===== config.mk =====
export PLATFORM = sky130hd
export DESIGN_NAME = usb_blk_ep_sched_flat
export DESIGN_NICKNAME = d
export VERILOG_FILES = /design/src/rtl/usb_blk_ep_sched_pkg.sv /design/src/rtl/usb_blk_ep_sched_if.sv /design/src/rtl/usb_blk_ep_sched_out_hold.sv /design/src/rtl/usb_blk_ep_sched.sv /design/src/flat_wrapper.sv
export SDC_FILE = /design/constraint.sdc
export NUM_CORES = 1
export LEC_CHECK = 0
export CORE_MARGIN = 2
export CORE_UTILIZATION = 25
export CTS_CLUSTER_DIAMETER = 50
export CTS_CLUSTER_SIZE = 40
export DETAILED_ROUTE_END_ITERATION = 8
export PLACE_DENSITY = 0.65
export SYNTH_ARGS = -nofsm -noshare
export SYNTH_HDL_FRONTEND = slang
export SYNTH_SLANG_ARGS = --single-unit

===== constraint.sdc =====
create_clock -name clk -period 3.9 [get_ports clk]
set_input_delay 0.78 -clock clk [delete_from_list [all_inputs] [get_ports clk]]
set_output_delay 0.78 -clock clk [all_outputs]
set_load 0.01 [all_outputs]

===== src/rtl/usb_blk_ep_sched_pkg.sv =====
// Shared types and constants for the bulk endpoint scheduler.
// Token and handshake codes as seen by the transfer FSM.
package usb_blk_ep_sched_pkg;

  localparam logic [1:0] TOK_OUT   = 2'b00;
  localparam logic [1:0] TOK_IN    = 2'b10;
  localparam logic [1:0] TOK_SETUP = 2'b11;

  localparam logic [3:0] HSK_ACK   = 4'b0010;
  localparam logic [3:0] HSK_NAK   = 4'b1010;
  localparam logic [3:0] HSK_STALL = 4'b1110;
  localparam logic [3:0] HSK_NYET  = 4'b0110;

  typedef enum logic [1:0] {
    ST_IDLE,
    ST_IN,
    ST_OUT,
    ST_FLUSH
  } sched_state_t;

endpackage


===== src/rtl/usb_blk_ep_sched_if.sv =====
// Bulk channel between the USB transfer FSM and the scheduler.
// master = transfer FSM, slave = endpoint scheduler.
interface usb_blk_ep_sched_if;

  logic       trn_start;
  logic [1:0] trn_type;
  logic [3:0] trn_endpoint;
  logic       blk_in_xfer;
  logic       blk_out_xfer;
  logic       blk_xfer_in_has_data;
  logic [7:0] blk_xfer_in_data;
  logic       blk_xfer_in_data_valid;
  logic       blk_xfer_in_data_ready;
  logic       blk_xfer_in_data_last;
  logic       blk_xfer_out_ready_read;
  logic [7:0] blk_xfer_out_data;
  logic       blk_xfer_out_data_valid;

  modport master (
    output trn_start, trn_type, trn_endpoint,
    output blk_in_xfer, blk_out_xfer,
    output blk_xfer_in_data_ready,
    output blk_xfer_out_data, blk_xfer_out_data_valid,
    input  blk_xfer_in_has_data, blk_xfer_in_data,
    input  blk_xfer_in_data_valid, blk_xfer_in_data_last,
    input  blk_xfer_out_ready_read
  );

  modport slave (
    input  trn_start, trn_type, trn_endpoint,
    input  blk_in_xfer, blk_out_xfer,
    input  blk_xfer_in_data_ready,
    input  blk_xfer_out_data, blk_xfer_out_data_valid,
    output blk_xfer_in_has_data, blk_xfer_in_data,
    output blk_xfer_in_data_valid, blk_xfer_in_data_last,
    output blk_xfer_out_ready_read
  );

endinterface


===== src/rtl/usb_blk_ep_sched_out_hold.sv =====
// One-byte OUT hold stage: delays the stream by one byte so the
// final byte can be tagged with tlast when the transaction ends.
module usb_blk_ep_sched_out_hold (
  input  logic       clk,
  input  logic       rst,
  input  logic       load,
  input  logic [7:0] din,
  input  logic       flush,
  output logic       emit_valid,
  output logic [7:0] emit_data,
  output logic       emit_last
);

  logic       full;
  logic [7:0] data;

  always_ff @(posedge clk) begin
    if (rst) begin
      full       <= 1'b0;
      data       <= '0;
      emit_valid <= 1'b0;
      emit_data  <= '0;
      emit_last  <= 1'b0;
    end else begin
      emit_valid <= 1'b0;
      emit_data  <= '0;
      emit_last  <= 1'b0;
      if (load) begin
        if (full) begin
          emit_valid <= 1'b1;
          emit_data  <= data;
        end
        data <= din;
        full <= 1'b1;
      end else if (flush) begin
        if (full) begin
          emit_valid <= 1'b1;
          emit_data  <= data;
          emit_last  <= 1'b1;
        end
        full <= 1'b0;
      end
    end
  end

endmodule


===== src/rtl/usb_blk_ep_sched.sv =====
// Bulk endpoint scheduler: fans the single bulk channel of the
// transfer FSM out to NUM_EP per-endpoint IN/OUT streams.
module usb_blk_ep_sched
  import usb_blk_ep_sched_pkg::*;
#(
  parameter int NUM_EP  = 4,
  parameter int MAX_PKT = 512
) (
  input  logic                clk,
  input  logic                rst,
  usb_blk_ep_sched_if.slave   bus,
  input  logic [NUM_EP-1:0]   ep_in_has_data,
  input  logic [8*NUM_EP-1:0] ep_in_tdata,
  input  logic [NUM_EP-1:0]   ep_in_tvalid,
  input  logic [NUM_EP-1:0]   ep_in_tlast,
  output logic [NUM_EP-1:0]   ep_in_tready,
  input  logic [NUM_EP-1:0]   ep_out_ready,
  output logic [7:0]          ep_out_tdata,
  output logic [NUM_EP-1:0]   ep_out_tvalid,
  output logic                ep_out_tlast,
  output logic                ep_out_err
);

  localparam int CW = $clog2(MAX_PKT + 1);
  localparam logic [CW-1:0] MAX_C = CW'(MAX_PKT);

  sched_state_t state;
  logic [3:0]   sel_ep;
  logic         acc;
  logic [CW-1:0] count;
  logic         in_seen;
  logic         nak_wait;
  logic         out_xfer_q;
  logic         err_done;

  logic [3:0]   ep;
  logic         has_data;
  logic         ready_read;
  logic [7:0]   in_data;
  logic         in_valid;
  logic         in_last;
  logic [NUM_EP-1:0] out_sel;
  logic         load;
  logic         drop;
  logic         flush;
  logic         emit_valid;

  // Token cycle looks at the live endpoint number, later cycles at the latched one.
  always_comb begin
    ep         = (state == ST_IDLE) ? bus.trn_endpoint : sel_ep;
    has_data   = 1'b0;
    ready_read = 1'b0;
    for (int i = 0; i < NUM_EP; i++) begin
      if (ep == 4'(i + 1)) begin
        has_data   = ep_in_has_data[i];
        ready_read = ep_out_ready[i];
      end
    end
  end

  assign bus.blk_xfer_in_has_data    = has_data;
  assign bus.blk_xfer_out_ready_read = ready_read;

  always_comb begin
    in_data      = '0;
    in_valid     = 1'b0;
    in_last      = 1'b0;
    ep_in_tready = '0;
    out_sel      = '0;
    for (int i = 0; i < NUM_EP; i++) begin
      out_sel[i] = (sel_ep == 4'(i + 1));
      if (state == ST_IN && sel_ep == 4'(i + 1)) begin
        in_data         = ep_in_tdata[8*i +: 8];
        in_valid        = ep_in_tvalid[i];
        in_last         = ep_in_tlast[i];
        ep_in_tready[i] = bus.blk_xfer_in_data_ready;
      end
    end
  end

  assign bus.blk_xfer_in_data       = in_data;
  assign bus.blk_xfer_in_data_valid = in_valid;
  assign bus.blk_xfer_in_data_last  = in_last;

  assign load  = (state == ST_OUT) && bus.blk_xfer_out_data_valid
               && acc && (count < MAX_C);
  assign drop  = (state == ST_OUT) && bus.blk_xfer_out_data_valid
               && acc && (count == MAX_C);
  assign flush = (state == ST_FLUSH);

  always_ff @(posedge clk) begin
    if (rst) begin
      state      <= ST_IDLE;
      sel_ep     <= '0;
      acc        <= 1'b0;
      count      <= '0;
      in_seen    <= 1'b0;
      nak_wait   <= 1'b0;
      out_xfer_q <= 1'b0;
      err_done   <= 1'b0;
      ep_out_err <= 1'b0;
    end else begin
      ep_out_err <= 1'b0;
      out_xfer_q <= bus.blk_out_xfer;
      unique case (state)
        ST_IDLE: begin
          if (bus.trn_start && bus.trn_type == TOK_IN) begin
            state    <= ST_IN;
            sel_ep   <= bus.trn_endpoint;
            in_seen  <= 1'b0;
            nak_wait <= 1'b0;
          end else if (bus.trn_start && bus.trn_type == TOK_OUT) begin
            state    <= ST_OUT;
            sel_ep   <= bus.trn_endpoint;
            acc      <= ready_read;
            count    <= '0;
            err_done <= 1'b0;
          end
        end
        ST_IN: begin
          // A NAKed IN never raises blk_in_xfer; give up after two idle cycles.
          if (bus.blk_in_xfer) in_seen <= 1'b1;
          else if (in_seen || nak_wait) state <= ST_IDLE;
          else nak_wait <= 1'b1;
        end
        ST_OUT: begin
          if (load) count <= count + 1'b1;
          if (drop && !err_done) begin
            ep_out_err <= 1'b1;
            err_done   <= 1'b1;
          end
          if (out_xfer_q && !bus.blk_out_xfer) state <= ST_FLUSH;
        end
        ST_FLUSH: state <= ST_IDLE;
        default:  state <= ST_IDLE;
      endcase
    end
  end

  usb_blk_ep_sched_out_hold u_hold (
    .clk        (clk),
    .rst        (rst),
    .load       (load),
    .din        (bus.blk_xfer_out_data),
    .flush      (flush),
    .emit_valid (emit_valid),
    .emit_data  (ep_out_tdata),
    .emit_last  (ep_out_tlast)
  );

  assign ep_out_tvalid = emit_valid ? out_sel : '0;

endmodule


===== src/flat_wrapper.sv =====
// flat-port wrapper written by rule: the top's interface ports become plain ports
module usb_blk_ep_sched_flat import usb_blk_ep_sched_pkg::*;
#(
  parameter int NUM_EP  = 4,
  parameter int MAX_PKT = 512
)
  (clk, rst, ep_in_has_data, ep_in_tdata, ep_in_tvalid, ep_in_tlast, ep_in_tready, ep_out_ready, ep_out_tdata, ep_out_tvalid, ep_out_tlast, ep_out_err, bus_trn_start, bus_trn_type, bus_trn_endpoint, bus_blk_in_xfer, bus_blk_out_xfer, bus_blk_xfer_in_data_ready, bus_blk_xfer_out_data, bus_blk_xfer_out_data_valid, bus_blk_xfer_in_has_data, bus_blk_xfer_in_data, bus_blk_xfer_in_data_valid, bus_blk_xfer_in_data_last, bus_blk_xfer_out_ready_read);
  usb_blk_ep_sched_if bus_i ();
  input  logic clk;
  input  logic rst;
  input  logic [NUM_EP-1:0] ep_in_has_data;
  input  logic [8*NUM_EP-1:0] ep_in_tdata;
  input  logic [NUM_EP-1:0] ep_in_tvalid;
  input  logic [NUM_EP-1:0] ep_in_tlast;
  output logic [NUM_EP-1:0] ep_in_tready;
  input  logic [NUM_EP-1:0] ep_out_ready;
  output logic [7:0] ep_out_tdata;
  output logic [NUM_EP-1:0] ep_out_tvalid;
  output logic ep_out_tlast;
  output logic ep_out_err;
  input wire logic [$bits(bus_i.trn_start)-1:0] bus_trn_start;
  input wire logic [$bits(bus_i.trn_type)-1:0] bus_trn_type;
  input wire logic [$bits(bus_i.trn_endpoint)-1:0] bus_trn_endpoint;
  input wire logic [$bits(bus_i.blk_in_xfer)-1:0] bus_blk_in_xfer;
  input wire logic [$bits(bus_i.blk_out_xfer)-1:0] bus_blk_out_xfer;
  input wire logic [$bits(bus_i.blk_xfer_in_data_ready)-1:0] bus_blk_xfer_in_data_ready;
  input wire logic [$bits(bus_i.blk_xfer_out_data)-1:0] bus_blk_xfer_out_data;
  input wire logic [$bits(bus_i.blk_xfer_out_data_valid)-1:0] bus_blk_xfer_out_data_valid;
  output wire logic [$bits(bus_i.blk_xfer_in_has_data)-1:0] bus_blk_xfer_in_has_data;
  output wire logic [$bits(bus_i.blk_xfer_in_data)-1:0] bus_blk_xfer_in_data;
  output wire logic [$bits(bus_i.blk_xfer_in_data_valid)-1:0] bus_blk_xfer_in_data_valid;
  output wire logic [$bits(bus_i.blk_xfer_in_data_last)-1:0] bus_blk_xfer_in_data_last;
  output wire logic [$bits(bus_i.blk_xfer_out_ready_read)-1:0] bus_blk_xfer_out_ready_read;
  assign bus_i.trn_start = bus_trn_start;
  assign bus_i.trn_type = bus_trn_type;
  assign bus_i.trn_endpoint = bus_trn_endpoint;
  assign bus_i.blk_in_xfer = bus_blk_in_xfer;
  assign bus_i.blk_out_xfer = bus_blk_out_xfer;
  assign bus_i.blk_xfer_in_data_ready = bus_blk_xfer_in_data_ready;
  assign bus_i.blk_xfer_out_data = bus_blk_xfer_out_data;
  assign bus_i.blk_xfer_out_data_valid = bus_blk_xfer_out_data_valid;
  assign bus_blk_xfer_in_has_data = bus_i.blk_xfer_in_has_data;
  assign bus_blk_xfer_in_data = bus_i.blk_xfer_in_data;
  assign bus_blk_xfer_in_data_valid = bus_i.blk_xfer_in_data_valid;
  assign bus_blk_xfer_in_data_last = bus_i.blk_xfer_in_data_last;
  assign bus_blk_xfer_out_ready_read = bus_i.blk_xfer_out_ready_read;
  usb_blk_ep_sched #(.NUM_EP(NUM_EP), .MAX_PKT(MAX_PKT)) u_core (.clk(clk), .rst(rst), .bus(bus_i), .ep_in_has_data(ep_in_has_data), .ep_in_tdata(ep_in_tdata), .ep_in_tvalid(ep_in_tvalid), .ep_in_tlast(ep_in_tlast), .ep_in_tready(ep_in_tready), .ep_out_ready(ep_out_ready), .ep_out_tdata(ep_out_tdata), .ep_out_tvalid(ep_out_tvalid), .ep_out_tlast(ep_out_tlast), .ep_out_err(ep_out_err));
endmodule

Yosys cells after proc, flatten, opt, wreduce, memory -nomap -nowiden. Index checks and enable logic that the tools add are counted. W data, S select, Z words.

Register bits after elaboration: 41. Bits of input ports: 69. Output and inout port bits: 30. Logic and storage cells: 129.

$add $sub $neg: 1. Magnitude comparators: 1. Equality and inequality tests: 24. Multiplexer cells: 57. Bitwise gates (word level): 2. Reductions and logical operators: 30.

Operators by type and width (count): $mux W8 (7); $mux W1 (33); $mux W10 (3); $pmux W10 S2 (1); $ne A2 B2 Y1 const B (9); $eq A4 B2 Y1 const B (4); $mux W4 (4); $reduce_and A4 Y1 (4); $logic_and A1 B1 Y1 (12); $add A10 B1 Y10 const B (1); $eq A10 B10 Y1 const B (1); $lt A10 B10 Y1 const B (1); $mux W2 (5); $eq A4 B1 Y1 const B (2); $eq A4 B3 Y1 const B (2); $pmux W2 S4 (1); $reduce_bool A2 Y1 (4); $eq A2 B2 Y1 const B (3); $pmux W1 S2 (3); $reduce_and A3 Y1 (2); $logic_not A2 Y1 (2); $reduce_or A2 Y1 (2); $ne A3 B3 Y1 const B (1); $eq A2 B1 Y1 const B (1); other kinds (5) (7).

Logic depth before layout (Yosys ltp).
Depth in word-level cells: 7. Depth in mapped cells: 9. Mapped depth without buffers: 6.

By module. A second synthesis with hierarchy kept.

Cells, all modules: 234. Area total of the unflattened synthesis: 2130.8 sq um.

By module, submodules not included: usb_blk_ep_sched (times used 1, cells each 181, area each 1458.9 sq um, seq. area each 440.4 sq um); usb_blk_ep_sched_out_hold (times used 1, cells each 53, area each 671.9 sq um, seq. area each 380.4 sq um).

Worst setup path before layout. OpenSTA, ideal clock, no wires.

Kind: input to output. Start point: input port bus_trn_endpoint[3]. End point: output port bus_blk_xfer_out_ready_read. Arrival time: 1.789 ns. Required time: 3.120 ns. Setup slack: 1.331 ns. Stages on the path: 4. Buffers on the path: 0. Cell sequence: or4_1 o31a_1 and4b_1 a221o_1.

Longest elaborated chain between the ends: 6. Elaborated cells on any way between the ends: 9. Those cells by class: eq/ne: 4; mux: 5.

Ends and longest elaborated chain: start: declaration (line flat_wrapper.sv:23) `input wire logic [$bits(bus_i.trn_endpoint)-1:0] bus_trn_endpoint;`; $mux W4 * (line usb_blk_ep_sched.sv:50) `ep = (state == ST_IDLE) ? bus.trn_endpoint : sel_ep;`; $eq A4 B1 Y1 (line usb_blk_ep_sched.sv:54) `if (ep == 4'(i + 1)) begin`; $mux W1 (3 in series) (line usb_blk_ep_sched.sv:54); $mux W1 * (line usb_blk_ep_sched.sv:54); end: declaration (line flat_wrapper.sv:33) `output wire logic [$bits(bus_i.blk_xfer_out_ready_read)-1:0] bus_blk_xfer_out_ready_read;`.

Every way passes the cells marked *; elsewhere a longest branch is shown, timed or not.

Worst setup path after layout.
Start point: register u_core.state[0]. End point: output port bus_blk_xfer_in_data_last.

Longest elaborated chain between the ends: 6. Elaborated cells on any way between the ends: 9. Those cells by class: eq/ne: 1; mux: 4; reduce/logical: 4.

Ends and longest elaborated chain: start: declaration (line usb_blk_ep_sched.sv:27) `sched_state_t state;`; start signal: assignment (line usb_blk_ep_sched.sv:93) `state <= ST_IDLE;`; start signal: assignment (line usb_blk_ep_sched.sv:108) `state <= ST_IN;`; start signal: assignment (line usb_blk_ep_sched.sv:113) `state <= ST_OUT;`; $eq A2 B1 Y1 * (line usb_blk_ep_sched.sv:72) `if (state == ST_IN && sel_ep == 4'(i + 1)) begin`; $logic_and A1 B1 Y1 (line usb_blk_ep_sched.sv:72); $mux W1 (3 in series) (line usb_blk_ep_sched.sv:72); $mux W1 * (line usb_blk_ep_sched.sv:72); end: declaration (line flat_wrapper.sv:32) `output wire logic [$bits(bus_i.blk_xfer_in_data_last)-1:0] bus_blk_xfer_in_data_last;`.

Marked as above.

==> impl_metrics.toml <==
[die]
start_util_pct = 25.9
die_area_um2 = 8740
die_h_um = 93.5
io_pins = 99
die_w_um = 93.5
core_area_um2 = 7730
placementRows = 32

[pwr]
p_sw_share_pct = 22.3
pwr-share-comb_pct = 15.0
power.switching_mw = 0.202
intPower_mw = 0.706
p_per_area_nw_per_um2 = 285
seqPwrFrac_pct = 47.7
ir_drop_mv = 0.151
power.total_mw = 0.908
p_clk_share_pct = 37.3
p_leak_nw = 1.15

[outcome]
outcome = "finished clean"

[cts]
cts_buffers = 5
clk_pin_slew_ns = 0.08
clock_sinks = 41
clockBufferDepth = 2
h-tree-depth = 2
hold_buffers = 0
clock-root-buffer = "clkbuf_8"
cts_tree = "done"
cts_resized = 0
post_cts.repair.setup_buffers = 0
insertion_delay_ns = 0.29

[synth]
yosysWarnings = 0
synth_area_leaders = "dfxtp_1, nor2_1, nand2_1"
ys_types = 44
syn_area_per_cell_um2 = 8.38
synth_nets = 310
ys_seq_area_share_pct = 41.0
synth.largest_area_cell = "dfxtp_1"
synth_top_area_share_pct = 41.0
synth_flop_cell = "dfxtp_1"
synthesis.area_um2 = 2000
synthArstFlopShare_pct = 0
synth_edf_count = 0
netlist_instances = 239
ys_ff_latch = 41

[drt]
ant_nets = 0
vias_per_cell = 4.59
drc_errors = 0
dr_total_vias = 2016
drt-total-wl_um = 5730
wl_per_cell_um = 13.1
drt_iter0_markers = 127
firstDrtPassIters = 5

[place]
gp_congestion = 0.771
portBuffers = 98
hpwl_um = 4490
placed_area_um2 = 3070
dpl.cell_count = 431

[finish]
design_area_um2 = 3180
drive_gt1_share_pct = 5.64
multi_input_area_um2 = 1090
fillerInstances = 765
syn2layout_area_growth_pct = 58.9
seq_area_um2 = 821
final_common_cell = "clkdlybuf4s50_1"
utilization_pct = 41.2
final_cell_mix = "clkdlybuf4s50_1, dfxtp_1, nor2_1"
final_cell_count_no_fill = 439
num_antenna_cells = 0
nets = 407

[worst_setup_path]
startpoint_type = "register"
arrival_ns = 2.84
crit_fanout = 10
cp-end-kind = "primary output"
r2r_slack_ns = 1.87
setup.worst_path.class = "register to primary output"
cp.required_ns = 3.12

[global_routing]
antenna_found_initial = 0
first_global_vias = 1932
grt_pass1_wl_um = 9180
grt.overflow.total = 0
gr-usage-all-layers_pct = 13.2
grt_max_degree = 23

[timing]
min_period_ns = 3.62
finClkSkew_ns = 0.00476
period_share_pct = 92.8
setup_violations = 0
timing.setup.tns_ns = 0
worst_pin_slew_ns = 0.682
relSlewSlack_pct = 54.3
max_freq_mhz = 276
hold_viol = 0
drv_slew = 0
rsz0062_at_grt = "no"

[worst_hold_path]
hp-class = "register to register"

[job]
drv_cap = 0
-- registers in the layout, summed over array words and instances, names as in the netlist --
name                      cells
u_core.acc                    1
u_core.count                 10
u_core.ep_out_err             1
u_core.err_done               1
u_core.in_seen                1
u_core.nak_wait               1
u_core.out_xfer_q             1
u_core.sel_ep                 4
u_core.state                  2
u_core.u_hold.data            8
u_core.u_hold.emit_data       8
u_core.u_hold.emit_last       1
u_core.u_hold.emit_valid      1
u_core.u_hold.full            1
-- final cells by class --
class	instances	share of cell area, %
tap	102	4.01
clock buffer	5	2.16
multi-input combinational	181	34.3
timing repair buffer	101	31.5
clock inverter	3	1.45
sequential	41	25.8
inverter	6	0.708
-- worst max-delay path, stage by stage (launching register included) --
cell and delay, ns:
dfxtp_1 0.63, nand2b_4 0.09, or2_1 0.33, nor3_2 0.56
a222oi_1 0.19, a21oi_1 0.18, clkdlybuf4s50_1 0.56
-- cell usage after synthesis, types with 2 or more instances --
cell / instances
nor3_1: 7
inv_1: 6
a222oi_1: 10
xor2_1: 6
and3_1: 3
dfxtp_1: 41
a31oi_1: 3
a21oi_1: 21
clkbuf_1: 6
or4_1: 2
ha_1: 2
nor4_1: 4
o21a_1: 2
buf_2: 2
or3_1: 2
mux2i_1: 6
nand2b_1: 5
nand2_1: 32
nor2_1: 38
nand4_1: 3
buf_6: 3
xnor2_1: 2
nand3_1: 3
mux2_4: 2
and2_1: 9
-- power groups by stage --
stage / clock, mW / combinational (mW) / sequential (mW)
2_1_floorplan: 0 / 0.0551 / 0.437
3_3_place_gp: 0 / 0.135 / 0.443
3_5_place_dp: 0 / 0.137 / 0.443
4_1_cts: 0.353 / 0.137 / 0.433
5_1_grt: 0.372 / 0.147 / 0.435
6_report: 0.338 / 0.136 / 0.433
-- final timing paths --
check / from / end / depth (start not counted)
setup reg to reg: u_core.state[0]$_SDFFE_PP0P_ / u_core.acc$_SDFFE_PP0P_ / 5
hold / removal: u_core.u_hold.data[3]$_SDFFE_PP0P_ / u_core.u_hold.data[3]$_SDFFE_PP0P_ / 2
setup / recovery: u_core.state[0]$_SDFFE_PP0P_ / bus_blk_xfer_in_data_last / 6
hold reg to reg: u_core.u_hold.data[3]$_SDFFE_PP0P_ / u_core.u_hold.data[3]$_SDFFE_PP0P_ / 2
-- per-layer routing --
metal	up-vias	track usage (%)	wire, µm
met4	0	5.15	158
met2	53	21.8	2880
met1	911	16.5	2410
met3	13	3.06	283
met5	-	0	0
li1	1039	-	-
-- cells by family after synthesis --
kind of cell	after synthesis	share of synthesized area, %
simple gates	120	30.4
compound gates	43	14.9
flops	41	41.0
buf+inv	17	4.44
xor+xnor	8	3.50
mux	8	4.50
fa+ha+maj	2	1.25
-- stage by stage --
step,hold slack (ns),setup WS [ns]
2_1_floorplan,0.430,1.33
3_3_place_gp,0.436,0.315
3_5_place_dp,0.442,0.304
4_1_cts,0.454,0.261
5_1_grt,0.485,0.0635
6_report,0.450,0.281
No activity file was read; power rests on OpenSTA's default activity.
